### src/rtl/cpu_pkg.sv
// Shared CPU constants: peripheral window base, timeout fill word
// and the MEM/WB peripheral-wait state encoding.
package cpu_pkg;

    localparam logic [31:0] PR_BASE_DEF = 32'h0000_7F00;
    localparam logic [31:0] TMO_FILL    = 32'hDEAD_BEEF;

    typedef enum logic {
        ST_IDLE = 1'b0,
        ST_WAIT = 1'b1
    } wb_state_e;

endpackage

### src/rtl/pipe_buf.sv
// Width-generic pipeline register with synchronous clear
// (priority) and load enable.
module pipe_buf #(
    parameter int W = 32
) (
    input  logic         clk,
    input  logic         clr,
    input  logic         ld,
    input  logic [W-1:0] d,
    output logic [W-1:0] q
);

    logic [W-1:0] q_q;
    logic [W-1:0] q_d;

    always_comb begin
        q_d = q_q;
        if (clr) begin
            q_d = '0;
        end else if (ld) begin
            q_d = d;
        end
    end

    always_ff @(posedge clk) begin
        q_q <= q_d;
    end

    assign q = q_q;

endmodule

### src/rtl/mem_wb_stage.sv
// MEM/WB pipeline register; loads from the peripheral window
// park the entry and stall upstream until bridge data or timeout.
module mem_wb_stage
    import cpu_pkg::*;
#(
    parameter int          DW      = 32,
    parameter int          NSIDE   = 4,
    parameter logic [31:0] PR_BASE = cpu_pkg::PR_BASE_DEF,
    parameter int          PR_TMO  = 15
) (
    input  logic                clk,
    input  logic                reset,
    input  logic                flush,
    input  logic                valid_in,
    input  logic                mem_rd_in,
    input  logic [DW-1:0]       pc_in,
    input  logic [DW-1:0]       instr_in,
    input  logic [DW-1:0]       aluout_in,
    input  logic [DW-1:0]       dmout_in,
    input  logic [NSIDE*DW-1:0] side_in,
    input  logic [DW-1:0]       pr_rd,
    input  logic                pr_rdy,
    output logic                valid_out,
    output logic [DW-1:0]       pc_out,
    output logic [DW-1:0]       instr_out,
    output logic [DW-1:0]       aluout_out,
    output logic [DW-1:0]       rdata_out,
    output logic [NSIDE*DW-1:0] side_out,
    output logic                stall_out,
    output logic                pr_err
);

    localparam int CW = (PR_TMO > 0) ? $clog2(PR_TMO + 1) : 1;
    localparam int SW = NSIDE * DW;
    localparam int HW = 3 * DW + SW;
    localparam int OW = 1 + 4 * DW + SW;

    localparam logic [DW-1:0] BASE  = DW'(PR_BASE);
    localparam logic [DW-1:0] FILL  = DW'(TMO_FILL);
    localparam logic [CW-1:0] TMO_C = CW'(PR_TMO);

    wb_state_e     state_q, state_d;
    logic [CW-1:0] cnt_q, cnt_d;
    logic          stall_q, stall_d;
    logic          err_q, err_d;

    logic          pr_req;
    logic          clr;
    logic          hold_ld;
    logic [HW-1:0] hold_d, hold_q;
    logic [OW-1:0] out_d, out_q;

    assign pr_req = valid_in & mem_rd_in & (aluout_in >= BASE);
    assign clr    = reset | flush;
    assign hold_d = {pc_in, instr_in, aluout_in, side_in};

    // Output layout: {valid, pc, instr, aluout, rdata, side}
    always_comb begin
        state_d = state_q;
        cnt_d   = cnt_q;
        stall_d = 1'b0;
        err_d   = 1'b0;
        hold_ld = 1'b0;
        out_d   = '0;
        unique case (state_q)
            ST_IDLE: begin
                if (pr_req && !pr_rdy) begin
                    hold_ld = 1'b1;
                    state_d = ST_WAIT;
                    cnt_d   = '0;
                    stall_d = 1'b1;
                end else if (valid_in) begin
                    out_d = {1'b1, hold_d[HW-1:SW],
                             pr_req ? pr_rd : dmout_in,
                             hold_d[SW-1:0]};
                end
            end
            ST_WAIT: begin
                if (pr_rdy) begin
                    out_d   = {1'b1, hold_q[HW-1:SW], pr_rd,
                               hold_q[SW-1:0]};
                    state_d = ST_IDLE;
                end else if (cnt_q == TMO_C) begin
                    out_d   = {1'b1, hold_q[HW-1:SW], FILL,
                               hold_q[SW-1:0]};
                    err_d   = 1'b1;
                    state_d = ST_IDLE;
                end else begin
                    stall_d = 1'b1;
                    cnt_d   = cnt_q + CW'(1);
                end
            end
            default: state_d = ST_IDLE;
        endcase
        if (flush) begin
            state_d = ST_IDLE;
            cnt_d   = '0;
            stall_d = 1'b0;
            err_d   = 1'b0;
            hold_ld = 1'b0;
            out_d   = '0;
        end
    end

    always_ff @(posedge clk) begin
        if (reset) begin
            state_q <= ST_IDLE;
            cnt_q   <= '0;
            stall_q <= 1'b0;
            err_q   <= 1'b0;
        end else begin
            state_q <= state_d;
            cnt_q   <= cnt_d;
            stall_q <= stall_d;
            err_q   <= err_d;
        end
    end

    pipe_buf #(.W(HW)) u_hold (
        .clk (clk),
        .clr (clr),
        .ld  (hold_ld),
        .d   (hold_d),
        .q   (hold_q)
    );

    pipe_buf #(.W(OW)) u_out (
        .clk (clk),
        .clr (reset),
        .ld  (1'b1),
        .d   (out_d),
        .q   (out_q)
    );

    assign side_out   = out_q[SW-1:0];
    assign rdata_out  = out_q[SW+:DW];
    assign aluout_out = out_q[SW+DW+:DW];
    assign instr_out  = out_q[SW+2*DW+:DW];
    assign pc_out     = out_q[SW+3*DW+:DW];
    assign valid_out  = out_q[OW-1];
    assign stall_out  = stall_q;
    assign pr_err     = err_q;

endmodule

### config.mk
export PLATFORM = sky130hd
export DESIGN_NAME = mem_wb_stage
export DESIGN_NICKNAME = d
export VERILOG_FILES = /design/src/rtl/cpu_pkg.sv /design/src/rtl/pipe_buf.sv /design/src/rtl/mem_wb_stage.sv
export SDC_FILE = /design/constraint.sdc
export NUM_CORES = 1
export LEC_CHECK = 0
export ABC_AREA = 0
export CAP_MARGIN = 30
export CORE_MARGIN = 5
export CORE_UTILIZATION = 45
export DETAILED_ROUTE_END_ITERATION = 6
export PLACE_DENSITY = 0.8
export SYNTH_ARGS = -nofsm -noshare
export SYNTH_HDL_FRONTEND = slang
export SYNTH_HIERARCHICAL = 1
export SYNTH_SLANG_ARGS = --single-unit
export TNS_END_PERCENT = 30
### constraint.sdc
create_clock -name clk -period 1.8 [get_ports clk]
set_clock_uncertainty 0.05 [all_clocks]
set_input_delay 0.18 -clock clk [delete_from_list [all_inputs] [get_ports clk]]
set_output_delay 0.18 -clock clk [all_outputs]
set_load 0.02 [all_outputs]
==> impl_metrics.csv, run 1 <==
group,metric,value,unit
global_routing,grt_pass1_wl,112000,um
power_and_ir_drop,p_per_area,776,nW/um^2
layout,post-route-util,0.674,
layout,final_cells,3482,
die,initial_core_util,0.454,
sta,finalCritPeriodShare,1.19,
routing,vias,18961,
setup_path,worst_setup_path_end_kind,"register",
sta,hold_ws,0.0167,ns
routing,wl,76200,um
routing,drt-initial-drc-count,1226,
placed_design,dp.cells,3314,
yosys,ys_top_cells_by_count,"nor2_1, mux2i_1, dfxtp_1",
die,die_w,229,um
yosys,synth_area_leaders,"dfxtp_1, mux2i_1, nor2_1, buf_8, buf_2",
run_status,status,"finished with violations",
placed_design,place_congestion,0.858,
yosys,synth_top_area_frac,0.451,
layout,fin_nets,3115,
sta,fin_crit,2.14,ns
setup_path,worst_setup_path_start_kind,"register",
yosys,yosysUniqueCellTypes,41,
power_and_ir_drop,peakVddDrop,776,uV
setup_path,crit_fanout,17,
yosys,netlist_area,21600,um^2
die,die_area,52500,um^2
die,num_io_pins,553,
routing,route.detailed.drc,0,
sta,tightest_slew,1.07,ns
yosys,synth_ff_type,"dfxtp_1",
layout,drive_above_1_share,0.160,
global_routing,antenna_found_initial,15,
yosys,synth_top_area_cell,"dfxtp_1",
yosys,yosysMostFrequentCell,"nor2_1",
placed_design,dp.final_hpwl,45800,um
cts,cts_buffer_depth,3,
sta,max_freq,467,MHz
die,rows,80,
sta,hold_viol,0,
yosys,seq_area_frac_synth,0.451,
cts,cts_buffers,51,
sta,slew_violations,0,
min_path,min_path_type,"in2reg",
cts,htree_num_levels,2,
cts,clock_latency,0.59,ns
global_routing,overflow,0,
setup_path,critPathArrivalTime,2.55,ns
die,die_y,229,um
placed_design,io_buffers,552,
global_routing,grt_pass1_vias,19290,
yosys,yosysWarnings,6,
routing,ant_nets,0,
sta,finalSetupViolCount,558,
cts,clock-root-buffer,"clkbuf_16",
yosys,synth-edff-count,0,
power_and_ir_drop,p_leak,12.0,nW
run_status,violations,"setup timing",
yosys,synthArstFlopShare,0,
yosys,syn_area_per_cell,9.81,um^2
job,maxCapViolCount,0,
global_routing,track_usage,0.264,
power_and_ir_drop,power.total,0.0249,W
cts,cts_tree,"yes",
sta,maxSlewHeadroom,0.287,
setup_path,worstPathRequired,2.21,ns
yosys,ys_ff_latch,487,
layout,nFillCells,3458,
layout,area.growth.synth_to_final,48.6,%
routing,viasPerCell,5.45,
routing,drtPass1Iterations,7,
die,core_area,47600,um^2
setup_path,reg2reg_slack,-0.34,ns
yosys,netlist_instances,2203,
cts,cts.clk_slew.worst_paths,0.06,ns
setup_path,path_class,"reg2reg",
global_routing,grt_max_degree,258,
yosys,syn_nets,2498,
sta,rsz0062_at_grt,"true",
sta,timing.final.ws_setup,-0.342,ns
routing,post_drt_wl_per_cell,21.9,um
cts,cts_sinks,487,
[registers in the layout (all words and copies together), names as in the netlist]
name       flops
u_hold/q     224
cnt_q          4
u_out/q      257
pr_err         1
stall_out      1
[worst max-delay path, stage by stage (launching register included)]
cell and delay (ns):
dfxtp_4 0.35, or3b_4 0.40, nor4b_4 0.27, buf_12 0.25
buf_4 0.26, mux2i_1 0.30, nor2_1 0.12
[layer usage]
| layer | vias up | global-route usage | part of all wire |
|---|---|---|---|
| li1 | 8687 | - | - |
| met1 | 9154 | 0.294 | 0.37 |
| met2 | 883 | 0.456 | 0.50 |
| met3 | 231 | 0.0793 | 0.081 |
| met4 | 6 | 0.136 | 0.054 |
| met5 | - | 0 | 0.00054 |
[path summary, 6_finish.rpt]
path | from | endpoint | depth (start not counted)
setup / recovery | stall_out | u_hold/q[161] | 6
hold / removal | aluout_in[23] | u_hold/q[151] | 4
setup reg to reg | stall_out | u_hold/q[161] | 6
hold reg to reg | u_hold/q[132] | u_hold/q[132] | 2
[cells in the final DEF, fill, tap and decap left out, types with 3 or more instances in the layout]
cell type and instances:
buf_6 15, dfxtp_1 484, mux2i_1 690, a221o_1 23
o21ai_0 5, clkdlybuf4s50_1 536, buf_8 10, nand2_1 48
buf_16 26, dlygate4sd2_1 7, buf_4 69, dlygate4sd3_1 4
nor2_2 62, clkinv_4 3, clkbuf_16 57, mux2i_2 13
nand3_1 3, inv_6 4, nor2_1 551, dlymetal6s2s_1 5
clkinv_2 5, buf_12 49, nor2_4 101, a22o_1 11
clkbuf_8 14, diode_2 12, clkbuf_1 12, nand2b_1 4
[cell families after synthesis]
group,after synthesis,synth area share
AO/OA/AOI/OAI,50,0.0217
adder cells (fa/ha/maj),1,0.000579
other,1,0.000173
buffers and inverters,171,0.0587
AND/OR/NAND/NOR,788,0.141
flip-flops,487,0.451
multiplexers,705,0.326
[what timing repair did]
action | CTS | global route
endpoints found under the hold margin | 1 | 3
gates cloned | 28 | 6
pin swaps | 71 | 107
endpoints found under the setup margin | 643 | 722
hold buffers | 1 | 3
setup buffers | 21 | 16
gates resized for setup | 212 | 204
[final cells by class]
| class | count | area (um^2) | share of cell area |
|---|---|---|---|
| inverter | 3 | 16.3 | 0.000506 |
| clock inverter | 12 | 83.8 | 0.00261 |
| multi-input combinational | 1546 | 11700 | 0.365 |
| antenna | 12 | 30.0 | 0.000935 |
| timing repair buffer | 731 | 8250 | 0.257 |
| clock buffer | 76 | 1500 | 0.0467 |
| sequential | 487 | 9760 | 0.304 |
| tap | 615 | 769 | 0.0240 |
[through the flow]
step                setup WS (ns)  area (um^2)  setup TNS (ns)
floorplan                 -0.0676        21600          -18.38
global placement           -0.771        27900         -308.39
detailed placement         -0.859        27900         -329.58
CTS                        -0.261        31200          -71.46
global route               -0.354        32100         -115.49
finish                     -0.342        32100          -67.63
[where the power goes]
group,internal (W),total [W],switching (W)
clock network,0.00574,0.0102,0.00443
registers,0.0110,0.0111,0.000114
logic,0.00190,0.00369,0.00179
Note: power is estimated with default switching activity, not from simulation.
==> inputs of run 2 (changes only) <==
Settings changed: ABC_CLOCK_PERIOD_IN_PS set to 1800, CORE_AREA set to 5 5 215 217, CORE_MARGIN 5 to not set, CORE_UTILIZATION 45 to not set, DIE_AREA set to 0 0 220 222, PLACE_DENSITY 0.8 to 0.74, SYNTH_HIERARCHICAL 1 to not set.
==> impl_metrics.csv, run 2 <==
group,metric,value,unit
run_status,status,"finished with violations",
run_status,violations,"hold timing, setup timing",
power_and_ir_drop,power.internal,0.0188,W
routing,route.detailed.drc,0,
routing,wl,60500,um
yosys,synth_top_area_frac,0.582,
global_routing,grt_pass1_vias,15926,
power_and_ir_drop,clkPwrFrac,0.435,
power_and_ir_drop,p_sw_frac,0.233,
power_and_ir_drop,power.total,0.0245,W
yosys,synth_area_leaders,"dfxtp_1, nand2_1, a22oi_1, a21oi_1, nor2_1",
die,initial_core_util,0.382,
cts,clock-root-buffer,"clkbuf_16",
setup_path,slowest_delay,0.50,ns
yosys,syn_area_per_cell,8.84,um^2
sta,rsz0062_at_grt,"true",
layout,mostFrequentLayoutCell,"dfxtp_1",
setup_path,worstPathRequired,2.24,ns
global_routing,grt_max_degree,69,
power_and_ir_drop,peakVddDrop,720,uV
layout,layout_common_cells,"dfxtp_1, nand2_1, clkdlybuf4s50_1",
power_and_ir_drop,p_switching,0.00571,W
placed_design,pre_cts_ws,-0.783,ns
global_routing,overflow,0,
setup_path,crit_fanout,7,
setup_path,critPathArrivalTime,2.25,ns
setup_path,timing.rr.end,"u_out.q[119]",
sta,finalCritPeriodShare,1.01,
yosys,yosysUniqueCellTypes,37,
sta,timing.final.ws_setup,-0.0145,ns
layout,largest_reg_flops,257,
job,maxCapViolCount,0,
min_path,worstHoldStart,"aluout_in[16]",
placed_design,place_congestion,0.870,
yosys,synth_ff_type,"dfxtp_1",
setup_path,reg2reg_depth,8,
sta,final.setup.tns,-0.0145,ns
sta,slew_violations,0,
cts,cts_buffers,50,
routing,drtPass1Iterations,5,
cts,clock_latency,0.58,ns
yosys,ys_top_cells_by_count,"dfxtp_1, nand2_1, nor2_1",
power_and_ir_drop,p_leak,11.2,nW
routing,vias,16468,
routing,post_drt_wl_per_cell,19.1,um
setup_path,reg2reg_slack,0.01,ns
placed_design,dp.final_hpwl,40300,um
min_path,whs_path_depth,4,
setup_path,cp_cell_sequence,"clkdlybuf4s50_1 -> nor2_2 -> o211ai_4 -> buf_4 -> o41ai_4 -> buf_6 -> buf_12 -> buf_12 -> a22oi_1 -> nor2_1",
yosys,yosysMostFrequentCell,"dfxtp_1",
setup_path,rr_startpoint,"cnt_q[1]",
routing,viasPerCell,5.20,
die,core_area,43900,um^2
cts,cts_sinks,487,
power_and_ir_drop,p_per_area,913,nW/um^2
routing,drt-initial-drc-count,1425,
setup_path,path_common_cell,"buf_12",
yosys,yosysWarnings,0,
sta,finalSetupViolCount,1,
sta,tightest_slew,0.437,ns
die,rows,77,
yosys,synthArstFlopShare,0,
setup_path,cp_num_buf_inv,5,
routing,ant_nets,0,
power_and_ir_drop,p_seq_frac,0.453,
die,die_w,220,um
global_routing,track_usage,0.222,
die,die_y,222,um
sta,max_freq,551,MHz
setup_path,worst_setup_path_start_kind,"input pin",
cts,cts_tree,"yes",
setup_path,crit_slowest_cell,"clkdlybuf4s50_1",
global_routing,grt_pass1_wl,87700,um
min_path,min_path_type,"in2reg",
cts,htree_num_levels,2,
layout,fin_nets,2826,
setup_path,worst_setup_path_end_kind,"register",
die,die_area,48800,um^2
setup_path,path_class,"in2reg",
cts,cts_buffer_depth,3,
die,num_io_pins,553,
yosys,synth_top_area_cell,"dfxtp_1",
min_path,hold_path_end,"u_out.q[176]",
yosys,syn_nets,2192,
global_routing,antenna_found_initial,7,
sta,hold_viol,1,
sta,maxSlewHeadroom,0.710,
yosys,ys_ff_latch,487,
cts,cts.clk_slew.worst_paths,0.06,ns
sta,fin_crit,1.81,ns
yosys,netlist_area,16800,um^2
yosys,seq_area_frac_synth,0.582,
setup_path,critPathTopFamily,"buffers and inverters",
yosys,synth-edff-count,0,
yosys,netlist_instances,1897,
power_and_ir_drop,pwr-share-comb,0.112,
layout,drive_above_1_share,0.119,
sta,hold_ws,-0.0154,ns
layout,area.growth.synth_to_final,59.8,%
placed_design,io_buffers,552,
[run 2: cell types whose count changed after synthesis, moves of 23 or more]
cell,delta
a21oi_1,+224
a221o_1,-23
a22oi_1,+223
buf_8,-41
clkbuf_1,+59
mux2i_1,-681
nand2_1,+403
nor2_1,-482
o22ai_1,+24
[run 2: power groups by stage]
stage          logic, W  registers, W  clock network, W
2_1_floorplan  0.000800        0.0115                 0
3_3_place_gp    0.00244        0.0113                 0
3_5_place_dp    0.00248        0.0113                 0
4_1_cts         0.00260        0.0111            0.0108
5_1_grt         0.00290        0.0111            0.0113
6_report        0.00274        0.0111            0.0106
[run 2: layout make-up]
type / instances / area, um^2
Timing Repair Buffer: 744 / 8130
Multi-Input combinational cell: 1246 / 6440
Tap cell: 592 / 741
Clock inverter: 13 / 161
Sequential cell: 487 / 9750
Fill cell: 3594 / 17100
Antenna cell: 4 / 10.0
Clock buffer: 79 / 1540
Inverter: 2 / 7.51
[run 2: logic make-up (layout without fill, tap and decap cells)]
kind of cell / after synthesis / count (layout) / share of synthesized area
simple gates: 703 / 703 / 0.160
compound gates: 517 / 517 / 0.195
flops: 487 / 487 / 0.582
buf+inv: 164 / 838 / 0.0470
mux: 24 / 24 / 0.0143
fa+ha+maj: 1 / 1 / 0.000746
xor+xnor: 1 / 1 / 0.000523
other cells: 0 / 4 / 0
[run 2: worst max-delay path by stage]
stage | slack [ns] | to | depth (start not counted) | from
6_report | -0.01 | u_out.q[115] | 10 | aluout_in[21]
5_1_grt | -0.04 | u_out.q[115] | 7 | stall_out
4_1_cts | -0.01 | u_out.q[143] | 9 | aluout_in[17]
3_5_place_dp | -0.78 | u_out.q[44] | 9 | aluout_in[17]
3_3_place_gp | -0.69 | u_out.q[156] | 8 | aluout_in[17]
2_1_floorplan | -0.01 | u_out.q[133] | 6 | aluout_in[15]
[run 2: layer usage]
layer / track usage / share of wire / vias to the layer above
li1: - / - / 7710
met3: 0.0645 / 0.087 / 183
met2: 0.376 / 0.49 / 772
met4: 0.0811 / 0.041 / 6
met1: 0.267 / 0.38 / 7797
met5: 0 / 0.00074 / -
[run 2: through the flow]
stage | instance area, um^2 | util | instances
after floorplan | 16800 | - | 1897
after global placement | 24000 | 0.545 | 3026
after detailed placement | 24000 | 0.545 | 3026
after CTS | 26000 | 0.592 | 3134
after global routing | 26800 | 0.610 | 3167
final | 26800 | 0.610 | 3167
[run 2: worst register-to-register path, delay by kind of cell, from the launching register on]
kind,cells,cell delay [ns]
AO/OA/AOI/OAI,2,0.43
adder cells (fa/ha/maj),1,0.21
buffers and inverters,3,0.49
flip-flops,1,0.33
AND/OR/NAND/NOR,2,0.15
[run 2: timing repair]
item,CTS,global route
resized for setup,86,115
hold buffers,1,4
endpoints found under the setup margin,488,488
gates cloned,7,13
pin swaps,10,14
buffers inserted,8,12
hold endpoints to repair,1,6
==> inputs of run 3 (changes only) <==
--- a/constraint.sdc
+++ b/constraint.sdc
@@ -3,3 +3,3 @@
 set_input_delay 0.18 -clock clk [delete_from_list [all_inputs] [get_ports clk]]
 set_output_delay 0.18 -clock clk [all_outputs]
-set_load 0.02 [all_outputs]
+set_load 0.1 [all_outputs]
==> impl_metrics.csv, run 3 (synthesis results as in run 2) <==
group,metric,value,unit
placed_design,pre_cts_ws,-0.824,ns
routing,wl,58700,um
cts,clock-root-buffer,"clkbuf_16",
layout,mostFrequentLayoutCell,"dfxtp_1",
min_path,min_path_type,"in2reg",
routing,route.detailed.drc,0,
layout,area.growth.synth_to_final,53.5,%
global_routing,overflow,0,
job,maxCapViolCount,0,
global_routing,grt_max_degree,61,
cts,cts_buffers,51,
sta,hold_viol,0,
layout,largest_reg_flops,257,
sta,max_freq,546,MHz
power_and_ir_drop,peakVddDrop,740,uV
placed_design,dp.final_hpwl,39800,um
sta,slew_violations,0,
setup_path,slowest_delay,0.36,ns
sta,maxSlewHeadroom,0.720,
cts,clock_latency,0.59,ns
power_and_ir_drop,p_leak,10.0,nW
setup_path,critPathArrivalTime,2.27,ns
sta,finalSetupViolCount,4,
global_routing,grt_pass1_vias,15956,
layout,layout_common_cells,"dfxtp_1, nand2_1, buf_4",
routing,viasPerCell,5.15,
global_routing,grt_pass1_wl,87900,um
routing,drt-initial-drc-count,1350,
die,initial_core_util,0.382,
layout,drive_above_1_share,0.220,
die,num_io_pins,553,
routing,drtPass1Iterations,6,
layout,post-route-util,0.586,
setup_path,worst_setup_path_start_kind,"input pin",
placed_design,io_buffers,552,
die,die_y,222,um
setup_path,worst_setup_path_end_kind,"register",
setup_path,path_class,"in2reg",
routing,post_drt_wl_per_cell,18.6,um
die,die_area,48800,um^2
setup_path,critPathTopFamily,"buffers and inverters",
sta,timing.final.ws_setup,-0.0331,ns
die,rows,77,
setup_path,cp_cell_sequence,"dlygate4sd2_1 -> nor4_4 -> o211ai_2 -> buf_4 -> o41ai_4 -> buf_4 -> buf_12 -> buf_12 -> a22oi_1 -> nor2_1",
cts,cts_tree,"yes",
cts,htree_num_levels,2,
setup_path,crit_fanout,13,
run_status,violations,"setup timing",
die,core_area,43900,um^2
layout,fin_nets,2804,
run_status,status,"finished with violations",
cts,cts.clk_slew.worst_paths,0.06,ns
power_and_ir_drop,p_per_area,974,nW/um^2
cts,cts_sinks,487,
sta,tightest_slew,0.418,ns
sta,fin_crit,1.83,ns
sta,rsz0062_at_grt,"true",
routing,vias,16236,
placed_design,place_congestion,0.907,
setup_path,crit_slowest_cell,"o41ai_4",
die,die_w,220,um
global_routing,track_usage,0.222,
cts,cts_buffer_depth,3,
setup_path,worstPathRequired,2.23,ns
sta,finalCritPeriodShare,1.02,
setup_path,cp_num_buf_inv,5,
global_routing,antenna_found_initial,8,
routing,ant_nets,0,
## run 3: changes by cell type in the layout (fill, tap and decap cells not counted), sizes merged, moves of 4 or more
| cell | change |
|---|---|
| dlymetal6s2s | -70 |
| clkbuf | -5 |
| buf | +239 |
| dlygate4sd3 | -4 |
| clkdlybuf4s50 | -134 |
| dlygate4sd2 | -56 |
| clkinv | +7 |
## run 3: final cells by class
class,count,area [um^2]
Sequential cell,487,9760
Fill cell,3649,18200
Clock buffer,76,1490
Tap cell,592,741
Multi-Input combinational cell,1246,6490
Inverter,2,7.51
Timing Repair Buffer,721,7020
Clock inverter,20,209
Antenna cell,6,15.0
## run 3: worst paths after layout
check,startpoint,to,slack (ns),depth (start not counted)
worst max-delay path,aluout_in[18],u_out.q[224],-0.03,10
worst min-delay path,aluout_in[16],u_out.q[176],0.03,3
worst max register to register,cnt_q[0],u_out.q[193],0.01,8
worst min register to register,u_hold.q[152],u_hold.q[152],0.40,2
## run 3: repair_timing
item | 4_1_cts | 5_1_grt
hold buffers | 1 | 0
pin swaps | 11 | 13
setup endpoints to repair | 409 | 430
buffers inserted | 9 | 8
gates resized for setup | 46 | 50
gates cloned | 6 | 8
hold endpoints to repair | 1 | 0
## run 3: tightest hold or removal path: stages
cell and delay (ns):
dlygate4sd2_1 0.26, a22oi_1 0.10, nor2_1 0.08
## run 3: report_power, final
group / total, W / switching, W / internal (W)
logic: 0.00342 / 0.00209 / 0.00132
clock network: 0.0106 / 0.00436 / 0.00620
registers: 0.0111 / 0.0000864 / 0.0110
total: 0.0250 / 0.00654 / 0.0185
## run 3: through the flow
stage / cell area (um^2) / hold slack, ns / setup TNS [ns] / total power [W] / std cells
6_report: 25700 / 0.0298 / -0.0703 / 0.0250 / 3150
5_1_grt: 25700 / 0.0417 / -2.27 / 0.0260 / 3150
4_1_cts: 25200 / 0.00165 / -0.183 / 0.0252 / 3128
3_5_place_dp: 23100 / 0.397 / -330.76 / 0.0145 / 3017
3_3_place_gp: 23100 / 0.391 / -311.77 / 0.0145 / 3017
2_1_floorplan: 16800 / 0.207 / -0.987 / 0.0131 / 1897
## run 3: layer usage
metal | global-route usage | up-vias | routed length (um)
met2 | 0.376 | 727 | 29000
met3 | 0.0606 | 158 | 4730
met1 | 0.264 | 7659 | 22600
li1 | - | 7690 | -
met5 | 0 | - | 13
met4 | 0.0974 | 2 | 2350
